### config.mk
export PLATFORM = sky130hd
export DESIGN_NAME = mem_ctrl
export DESIGN_NICKNAME = d
export VERILOG_FILES = /design/src/rtl/mem_ctrl.sv
export SDC_FILE = /design/constraint.sdc
export NUM_CORES = 1
export LEC_CHECK = 0
export ABC_CLOCK_PERIOD_IN_PS = 6900
export BUFFER_PORTS_ARGS = -buffer_cell sky130_fd_sc_hd__buf_2
export CAP_MARGIN = 20
export CORE_MARGIN = 2
export CORE_UTILIZATION = 40
export CTS_CLUSTER_SIZE = 8
export DETAILED_ROUTE_END_ITERATION = 10
export GPL_TIMING_DRIVEN = 0
export PLACE_DENSITY = 0.71
export SLEW_MARGIN = 20
export SYNTH_ARGS = -nofsm -noshare
export SYNTH_HDL_FRONTEND = slang
export SYNTH_SLANG_ARGS = --single-unit
### constraint.sdc
create_clock -name clk_in -period 6.9 [get_ports clk_in]
set_clock_uncertainty 0.2 [all_clocks]
set_input_delay 1.725 -clock clk_in [delete_from_list [all_inputs] [get_ports clk_in]]
set_output_delay 1.725 -clock clk_in [all_outputs]
set_load 0.01 [all_outputs]
### src/rtl/mem_ctrl.sv
// mem_ctrl: byte-serial owner of the RAM/IO port, arbitrating instruction fetch against the load-store buffer.
//   clk_in, rst_in (sync, active-high), rdy_in (0 freezes), rob_clear (flush)
//   mem_din/mem_dout/mem_a/mem_wr: byte-wide RAM/IO bus; io_buffer_full stalls IO writes
//   if_req/if_addr -> if_done/if_data: 32-bit instruction fetch
//   lsb_req/lsb_store/lsb_addr/lsb_data/lsb_op -> lsb_done/lsb_res: loads and stores
//   mem_stuck: high whenever a transaction is in flight
module mem_ctrl (
    input  logic        clk_in,
    input  logic        rst_in,
    input  logic        rdy_in,
    input  logic        rob_clear,
    input  logic [7:0]  mem_din,
    output logic [7:0]  mem_dout,
    output logic [31:0] mem_a,
    output logic        mem_wr,
    input  logic        io_buffer_full,
    input  logic        if_req,
    input  logic [31:0] if_addr,
    output logic        if_done,
    output logic [31:0] if_data,
    input  logic        lsb_req,
    input  logic        lsb_store,
    input  logic [31:0] lsb_addr,
    input  logic [31:0] lsb_data,
    input  logic [2:0]  lsb_op,
    output logic        lsb_done,
    output logic [31:0] lsb_res,
    output logic        mem_stuck
);
    typedef enum logic [1:0] {S_IDLE, S_RD, S_WR, S_DONE} state_t;
    state_t      r_state, w_next;
    logic [2:0]  r_cnt, r_n, r_op, w_n;
    logic [31:0] r_addr, r_data, r_buf, w_a;
    logic        r_lsb, r_last_lsb, r_store, r_flushed;
    logic        w_grant_lsb, w_accept, w_stall;

    assign w_grant_lsb = lsb_req && (!if_req || !r_last_lsb);
    assign w_accept    = (r_state == S_IDLE) && (if_req || lsb_req) && !rob_clear && rdy_in;
    assign w_n         = !w_grant_lsb ? 3'd4 : lsb_op[1:0] == 2'd0 ? 3'd1 : lsb_op[1:0] == 2'd1 ? 3'd2 : 3'd4;
    assign w_a         = r_addr + {29'd0, r_cnt};
    assign w_stall     = (w_a[17:16] == 2'b11) && io_buffer_full;

    always_comb begin
        w_next   = r_state;
        mem_a    = 32'd0;
        mem_dout = 8'd0;
        mem_wr   = 1'b0;
        case (r_state)
            S_IDLE: w_next = w_accept ? ((w_grant_lsb && lsb_store) ? S_WR : S_RD) : S_IDLE;
            S_RD: begin
                // While frozen, re-present the previous byte address so mem_din still holds it on resume
                mem_a  = (!rdy_in && r_cnt != 3'd0) ? w_a - 32'd1 : (r_cnt < r_n ? w_a : 32'd0);
                w_next = rob_clear ? S_IDLE : (r_cnt == r_n ? S_DONE : S_RD);
            end
            S_WR: begin
                mem_a    = w_a;
                mem_dout = 8'(r_data >> {r_cnt[1:0], 3'b000});
                mem_wr   = rdy_in && !w_stall;
                w_next   = (mem_wr && r_cnt == r_n - 3'd1) ? S_DONE : S_WR;
            end
            default: w_next = S_IDLE;
        endcase
    end

    always_ff @(posedge clk_in) begin
        if (rst_in) begin
            r_state    <= S_IDLE;
            r_cnt      <= 3'd0;
            r_n        <= 3'd0;
            r_op       <= 3'd0;
            r_addr     <= 32'd0;
            r_data     <= 32'd0;
            r_buf      <= 32'd0;
            r_lsb      <= 1'b0;
            r_last_lsb <= 1'b1;
            r_store    <= 1'b0;
            r_flushed  <= 1'b0;
        end else if (rdy_in) begin
            r_state <= w_next;
            if (w_accept) begin
                r_lsb      <= w_grant_lsb;
                r_last_lsb <= w_grant_lsb;
                r_addr     <= w_grant_lsb ? lsb_addr : if_addr;
                r_data     <= lsb_data;
                r_op       <= lsb_op;
                r_store    <= w_grant_lsb && lsb_store;
                r_n        <= w_n;
                r_cnt      <= 3'd0;
                r_buf      <= 32'd0;
                r_flushed  <= 1'b0;
            end
            if (r_state == S_RD) begin
                r_cnt <= r_cnt + 3'd1;
                // mem_din carries the byte requested one cycle earlier
                if (r_cnt != 3'd0)
                    r_buf <= r_buf | ({24'd0, mem_din} << {r_cnt - 3'd1, 3'b000});
            end
            if (r_state == S_WR && mem_wr)
                r_cnt <= r_cnt + 3'd1;
            // A flushed store still drains every byte; only its completion pulse is dropped
            if (r_state == S_WR && rob_clear)
                r_flushed <= 1'b1;
        end
    end

    assign if_done   = (r_state == S_DONE) && rdy_in && !rob_clear && !r_lsb;
    assign lsb_done  = (r_state == S_DONE) && rdy_in && !rob_clear && r_lsb && !r_flushed;
    assign if_data   = r_buf;
    assign lsb_res   = r_store ? 32'd0 :
                       r_op[1:0] == 2'd0 ? {{24{r_buf[7] & ~r_op[2]}}, r_buf[7:0]} :
                       r_op[1:0] == 2'd1 ? {{16{r_buf[15] & ~r_op[2]}}, r_buf[15:0]} : r_buf;
    assign mem_stuck = (r_state != S_IDLE);
endmodule

==> results of run 1 <==
## metrics by stage
| step | instance area, um2 | setup WS [ns] | hold slack, ns | utilization |
|---|---|---|---|---|
| global route | 8910 | 0.0640 | 0.277 | 0.500 |
| finish | 8910 | 0.269 | 0.254 | 0.500 |
| detailed placement | 8600 | 0.154 | 0.245 | 0.482 |
| CTS | 8900 | 0.0770 | 0.255 | 0.499 |
| floorplan | 7200 | 0.973 | 0.233 | - |
| global placement | 8590 | 0.158 | 0.240 | 0.481 |
## worst max path at each step
stage / from / to / slack (ns) / depth (start not counted)
after CTS: r_cnt[1] / mem_a[31] / 0.08 / 13
after floorplan: rdy_in / mem_a[31] / 0.97 / 8
after global placement: r_cnt[1] / mem_a[31] / 0.16 / 13
after detailed placement: r_cnt[1] / mem_a[31] / 0.15 / 13
after global routing: r_cnt[1] / mem_a[31] / 0.06 / 13
final: rdy_in / mem_a[31] / 0.27 / 9
## area by class of cell
cell class,instances,share of cell area
Multi-Input combinational cell,746,0.511
Sequential cell,111,0.249
Timing Repair Buffer,220,0.124
Buffer,76,0.0345
Tap cell,229,0.0321
Clock buffer,12,0.0276
Inverter,38,0.0160
Clock inverter,4,0.00604
Antenna cell,1,0.000281
## flip-flops by register name (all words and copies together), names as in the netlist
name / cells
if_data: 32
r_last_lsb: 1
r_state: 2
r_lsb: 1
r_data: 32
r_store: 1
r_addr: 32
r_op: 3
r_n: 3
r_cnt: 3
r_flushed: 1
## Yosys cell counts (all sizes together), types with 10 or more instances
| library cell | number | area, um2 |
|---|---|---|
| xnor2 | 32 | 288 |
| xor2 | 13 | 114 |
| a22oi | 39 | 293 |
| ha | 16 | 200 |
| and3 | 10 | 62.6 |
| nor3 | 30 | 150 |
| nor2b | 16 | 100 |
| a21oi | 80 | 400 |
| clkbuf | 65 | 244 |
| nand4 | 14 | 100 |
| o21a | 16 | 120 |
| nand3 | 17 | 85.1 |
| o21ai | 14 | 70.1 |
| nand2 | 167 | 627 |
| inv | 38 | 143 |
| dfxtp | 111 | 2220 |
| nor4 | 12 | 96.3 |
| and2 | 14 | 87.6 |
| buf | 11 | 62.6 |
| nor2 | 115 | 432 |
| a311oi | 33 | 289 |
## power groups by stage
| stage | registers (W) | clock network, W | logic (W) |
|---|---|---|---|
| global route | 0.000688 | 0.000556 | 0.000327 |
| detailed placement | 0.000700 | 0 | 0.000293 |
| global placement | 0.000699 | 0 | 0.000290 |
| finish | 0.000685 | 0.000530 | 0.000297 |
| floorplan | 0.000694 | 0 | 0.000187 |
| CTS | 0.000685 | 0.000537 | 0.000295 |
## timing repair
item                                    4_1_cts  5_1_grt
gates resized for setup                       1        2
gates cloned                                  0        0
endpoints found under the setup margin        5        4
## cell families after synthesis
group | Yosys count | share of synthesized area
simple gates | 434 | 0.284
compound gates | 241 | 0.232
buf+inv | 114 | 0.0624
flops | 111 | 0.309
xor+xnor | 45 | 0.0558
fa+ha+maj | 17 | 0.0306
mux | 9 | 0.0264
## per-layer routing
layer	vias up	wire, um	GRT usage
met4	0	703	0.0838
met2	301	11900	0.430
li1	3925	-	-
met5	-	0	0
met3	46	1540	0.0405
met1	3737	10500	0.309
## worst register-to-register path: cells and delay by family, from the launching register on
kind | cells | cell delay (ns)
AOI/OAI and AO/OA | 4 | 1.18
buffers and inverters | 3 | 0.80
adders and majority gates | 1 | 0.50
and+or+nand+nor | 3 | 0.49
DFF | 1 | 0.42
xor gates and xnor gates | 1 | 0.14
==> summary.txt, run 1 <==
Status: completed
RR Startpoint: r_cnt[1]
Sequential share of power: 0.453
Most frequent cells in the layout: 228 x buf_2, 167 x nand2_1, 115 x nor2_1
Logic pwr share: 0.197
CP Buf/Inv Count: 3
Overall Power: 0.00151 W
Fraction of the yosys area taken by sequential cells: 0.309
Vias in the first global route: 7265
Post-synth top flop: dfxtp_1
Synthesized flop and latch total: 111
GRT Resource Usage Total: 0.247
CTS Sinks: 111
Post-layout minimum cycle time: 6.63 ns
Pins Over Slew Limit: 0
Internal Power: 0.00107 W
Post-CTS setup buffer count: 0
Antenna Violating Nets Remaining: 0
Clk Tree Root Cell: clkbuf_16
Cell Count, Final, Fillers Out: 1437
Fill cells: 1806
Hold Crit Class: flop to flop
Max-Slew Margin vs Limit: 0.455
Highest clock rate: 151 MHz
Power density cells: 170 nW/um2
Fraction of registers with async set/reset: 0
CTS tree: yes
Critical Path RT: 4.97 ns
R2R Path End: r_state[0]
Synth Cell Area: 7200 um2
Worst-Margin Slew: 0.811 ns
Layout cells sized above 1: 0.224
Starting Density: 0.404
Hold wc startpoint: r_data[20]
CP top delay family: simple AND/OR/NAND/NOR gates
Synth cell types: 67
Vias per cell: 5.57
Setup TNS: 0 ns
Critical Path Max Stage Delay: 0.61 ns
Avg Cell Area, Syn: 7.42 um2
Most common cell after layout, fill and taps aside: buf_2
FF-to-FF setup slack: 3.06 ns
Seq. cell area: 2220 um2
Syn nets: 1103
Die extent in x: 138 um
Clock power frac: 0.351
Drt pass-1 iters: 5
# setup viols final: 0
Worst path arrival time: 4.71 ns
Die H: 138 um
GPL Wtd Cong: 0.940
Period utilization: 0.961
Multi-input logic area: 4550 um2
DRC viols: 0
Hold path cells: 2
Std cell rows: 49
Port Buffers: 220
Max clock buf depth: 2
Initial antenna violation count: 0
MaxCap Viol Count: 0
Post-Route WL: 24.6 mm
Drt wl/cell: 17.1 um
Core area: 17800 um2
Syn-to-layout area delta: 23.8%
Net Sw Frac: 0.292
Pleak: 3.67 nW
Largest net degree at the start of global routing: 18
CP Max Fanout: 10
Residual overflow from global routing: 0
Die area: 19100 um2
DRT iter0 DRCs: 516
Placed instance count: 1420
RSZ-0062 raised after global routing: no
FF-to-FF path depth: 12
Vias: 8009
P_sw: 0.000442 W
First-pass GRT wire length: 38.2 mm
Crit-path cells: clkbuf_1 -> nor2_1 -> nand4_1 -> a21o_1 -> clkbuf_1 -> or4_1 -> or4_1 -> a22oi_1 -> buf_2
Yosys warns: 0
Worst Hold Path EP: r_data[20]
Placed wire-length estimate: 19.3 mm
Worst-Skew Late Latency: 0.35 ns
Post-Syn Instances: 971
Nets@finish: 1334
CP Class: input pin to output pin
H-Tree Depth: 3
Final Hold Viols: 0
Crit path launch type: input pin
Maximum vdd drop: 0.111 mV
Post-synth EDFFs: 0
Clock-pin slew on the worst setup and hold paths: 0.07 ns
Critical path endpoint category: output pin
CTS Buf Count: 9
CTS Hold Bufs: 0
Crit-path slowest cell: or4_1
Num ports: 223
(Power assumes the default switching activity.)
==> run 2, diff against run 1 <==
--- a/config.mk
+++ b/config.mk
@@ -5,15 +5,14 @@
 export SDC_FILE = /design/constraint.sdc
 export NUM_CORES = 1
 export LEC_CHECK = 0
-export ABC_CLOCK_PERIOD_IN_PS = 6900
+export ABC_CLOCK_PERIOD_IN_PS = 5800
 export BUFFER_PORTS_ARGS = -buffer_cell sky130_fd_sc_hd__buf_2
 export CAP_MARGIN = 20
-export CORE_MARGIN = 2
 export CORE_UTILIZATION = 40
 export CTS_CLUSTER_SIZE = 8
 export DETAILED_ROUTE_END_ITERATION = 10
 export GPL_TIMING_DRIVEN = 0
-export PLACE_DENSITY = 0.71
+export PLACE_DENSITY = 0.73
 export SLEW_MARGIN = 20
 export SYNTH_ARGS = -nofsm -noshare
 export SYNTH_HDL_FRONTEND = slang
==> constraint.sdc (replaced) <==
create_clock -name clk_in -period 5.8 [get_ports clk_in]
set_clock_uncertainty 0.2 [all_clocks]
set_input_delay 1.45 -clock clk_in [delete_from_list [all_inputs] [get_ports clk_in]]
set_output_delay 1.45 -clock clk_in [all_outputs]
set_load 0.01 [all_outputs]
==> run 2 against run 1 <==
Count of clock-buffer cells in the layout fell by 1. Sequential share of layout area shrank 0.36 points. Clock power up 21%. Combinational power is 23% higher. Register-to-register slack worse by 0.65 ns. First-iteration DRC count rose by 14%. Critical endpoint unchanged. Largest cell class unchanged. Largest power group unchanged.
==> summary.txt, run 2 (synthesis results as in run 1) <==
Post-layout minimum cycle time: 5.69 ns
Critical Path RT: 4.15 ns (was 4.97 ns)
Wl on met1: 10.3 mm (was 10.5 mm)
Critical Path Max Stage Delay: 0.47 ns (was 0.61 ns)
Vias: 8020 (was 8009)
CTS Sinks: 111 (unchanged)
Placed wire-length estimate: 19.1 mm (was 19.3 mm)
Worst-Skew Late Latency: 0.35 ns (about the same)
DRT iter0 DRCs: 590 (was 516)
Placed cell area: 8600 um2 (about the same)
Core area: 17400 um2 (was 17800 um2)
Met3 wire len: 1.86 mm (was 1.54 mm)
Crit-path cells: buf_8 -> clkinvlp_4 -> fa_2 -> nor2b_4 -> clkbuf_4 -> nor2_1 -> nor4_4 -> xnor2_2 -> nand4_2 -> or4_4 -> or4_1 -> a22oi_1 -> buf_2 (was clkbuf_1 -> nor2_1 -> nand4_1 -> a21o_1 -> clkbuf_1 -> or4_1 -> or4_1 -> a22oi_1 -> buf_2)
Layout cells sized above 1: 0.241 (was 0.224)
Post-route cell area: 9060 um2 (was 8910 um2)
Fill cells: 1744 (was 1806)
# setup viols final: 0 (unchanged)
Starting Density: 0.414 (was 0.404)
Crit path launch type: flop (was input pin)
Antenna Violating Nets Remaining: 0 (unchanged)
Drt pass-1 iters: 5 (unchanged)
Final Hold Viols: 0 (unchanged)
Period utilization: 0.982
GPL Wtd Cong: 0.959 (was 0.940)
Die extent in x: 136 um (was 138 um)
MaxCap Viol Count: 0 (unchanged)
DRC viols: 0 (unchanged)
Post-Route WL: 24.7 mm (was 24.6 mm)
H-Tree Depth: 3 (unchanged)
Pleak: 3.75 nW (was 3.67 nW)
Vias in the first global route: 7434 (was 7265)
First-pass GRT wire length: 38.0 mm (was 38.2 mm)
Status: completed (unchanged)
Final worst slack: 0.107 ns (was 0.269 ns)
Port Buffers: 220 (unchanged)
Seq. cell area: 2230 um2 (was 2220 um2)
Drt wl/cell: 17.1 um (about the same)
Worst path arrival time: 4.04 ns (was 4.71 ns)
Clk Tree Root Cell: clkbuf_16 (unchanged)
Initial antenna violation count: 3 (was 0)
Largest net degree at the start of global routing: 19 (was 18)
Vias per cell: 5.57 (about the same)
CP Class: flop to output pin (was input pin to output pin)
Nets@finish: 1341 (was 1334)
Critical path endpoint category: output pin (unchanged)
Pins Over Slew Limit: 0 (unchanged)
Clock-pin slew on the worst setup and hold paths: 0.07 ns (about the same)
Max Used Layer: met4 (unchanged)
Multi-input logic area: 4620 um2 (was 4550 um2)
Hold Crit Class: flop to flop (unchanged)
Wire length on met2: 11.8 mm (was 11.9 mm)
Most common cell after layout, fill and taps aside: buf_2 (unchanged)
Num ports: 223 (unchanged)
Power density cells: 201 nW/um2 (was 170 nW/um2)
Residual overflow from global routing: 0 (unchanged)
CTS tree: yes (unchanged)
Max clock buf depth: 2 (unchanged)
Maximum vdd drop: 0.124 mV (was 0.111 mV)
Die H: 136 um (was 138 um)
Pre-CTS setup slack: -0.655 ns (was 0.154 ns)
FF-to-FF setup slack: 2.41 ns (was 3.06 ns)
Max-Slew Margin vs Limit: 0.396 (was 0.455)
Worst-Margin Slew: 0.898 ns (was 0.811 ns)
Most frequent cells in the layout: 227 x buf_2, 166 x nand2_1, 114 x nor2_1 (was 228 x buf_2, 167 x nand2_1, 115 x nor2_1)
Highest clock rate: 176 MHz
Std cell rows: 48 (was 49)
Crit-path slowest cell: or4_4 (was or4_1)
CP Max Fanout: 10 (unchanged)
Syn-to-layout area delta: 25.9% (was 23.8%)
CTS Buf Count: 9 (unchanged)
GRT Resource Usage Total: 0.265 (was 0.247)
Die area: 18500 um2 (was 19100 um2)
CTS Hold Bufs: 0 (unchanged)
Hold Slack: 0.255 ns (was 0.254 ns)
## run 2: layout make-up
class	instances	area share
clock buffers	11	0.0268
repair buffers	228	0.128
well taps	225	0.0311
inverters	38	0.0161
flip-flops and latches	111	0.246
clock inverters	5	0.00704
diodes	2	0.000552
multi-input cells	746	0.510
plain buffers	75	0.0349
## run 2: where the power goes
group	switching (W)	total, W	internal, W
Clock	0.000291	0.000643	0.000351
Sequential	0.0000253	0.000816	0.000791
Combinational	0.000224	0.000365	0.000141
Total	0.000540	0.00182	0.00128
## run 2: critical path, delay by kind of cell, from the launching register on
kind | cells | cell delay, ns
adders and majority gates | 1 | 0.43
AOI/OAI and AO/OA | 1 | 0.17
and+or+nand+nor | 6 | 1.83
DFF | 1 | 0.39
buffers and inverters | 4 | 0.68
xor gates and xnor gates | 1 | 0.19
## run 2: metrics by stage
| stage | setup TNS (ns) | cells | total power [W] | util |
|---|---|---|---|---|
| 6_report | 0 | 1441 | 0.00182 | 0.520 |
| 5_1_grt | -0.0226 | 1441 | 0.00189 | 0.520 |
| 4_1_cts | 0 | 1432 | 0.00181 | 0.515 |
| 3_5_place_dp | -4.57 | 1416 | 0.00118 | 0.494 |
| 3_3_place_gp | -4.21 | 1416 | 0.00117 | 0.493 |
| 2_1_floorplan | 0 | 971 | 0.00105 | - |
## run 2: what timing repair did
action | in CTS | in global routing
endpoints found under the setup margin | 22 | 6
pin swaps | 0 | 6
gates cloned | 0 | 0
setup buffers | 0 | 8
resized for setup | 16 | 10
## run 2: path summary, 6_finish.rpt
path                   start    endpoint  cells after the start
hold reg to reg   r_data[11]  r_data[11]                      2
setup / recovery    r_cnt[1]   mem_a[31]                     13
hold / removal    r_data[11]  r_data[11]                      2
setup reg to reg    r_cnt[1]  r_state[0]                     12
## run 2: per-layer routing
metal / global-route usage / up-vias
met1: 0.327 / 3665
met2: 0.464 / 375
met4: 0.106 / 0
met5: 0 / -
li1: - / 3929
met3: 0.0336 / 51
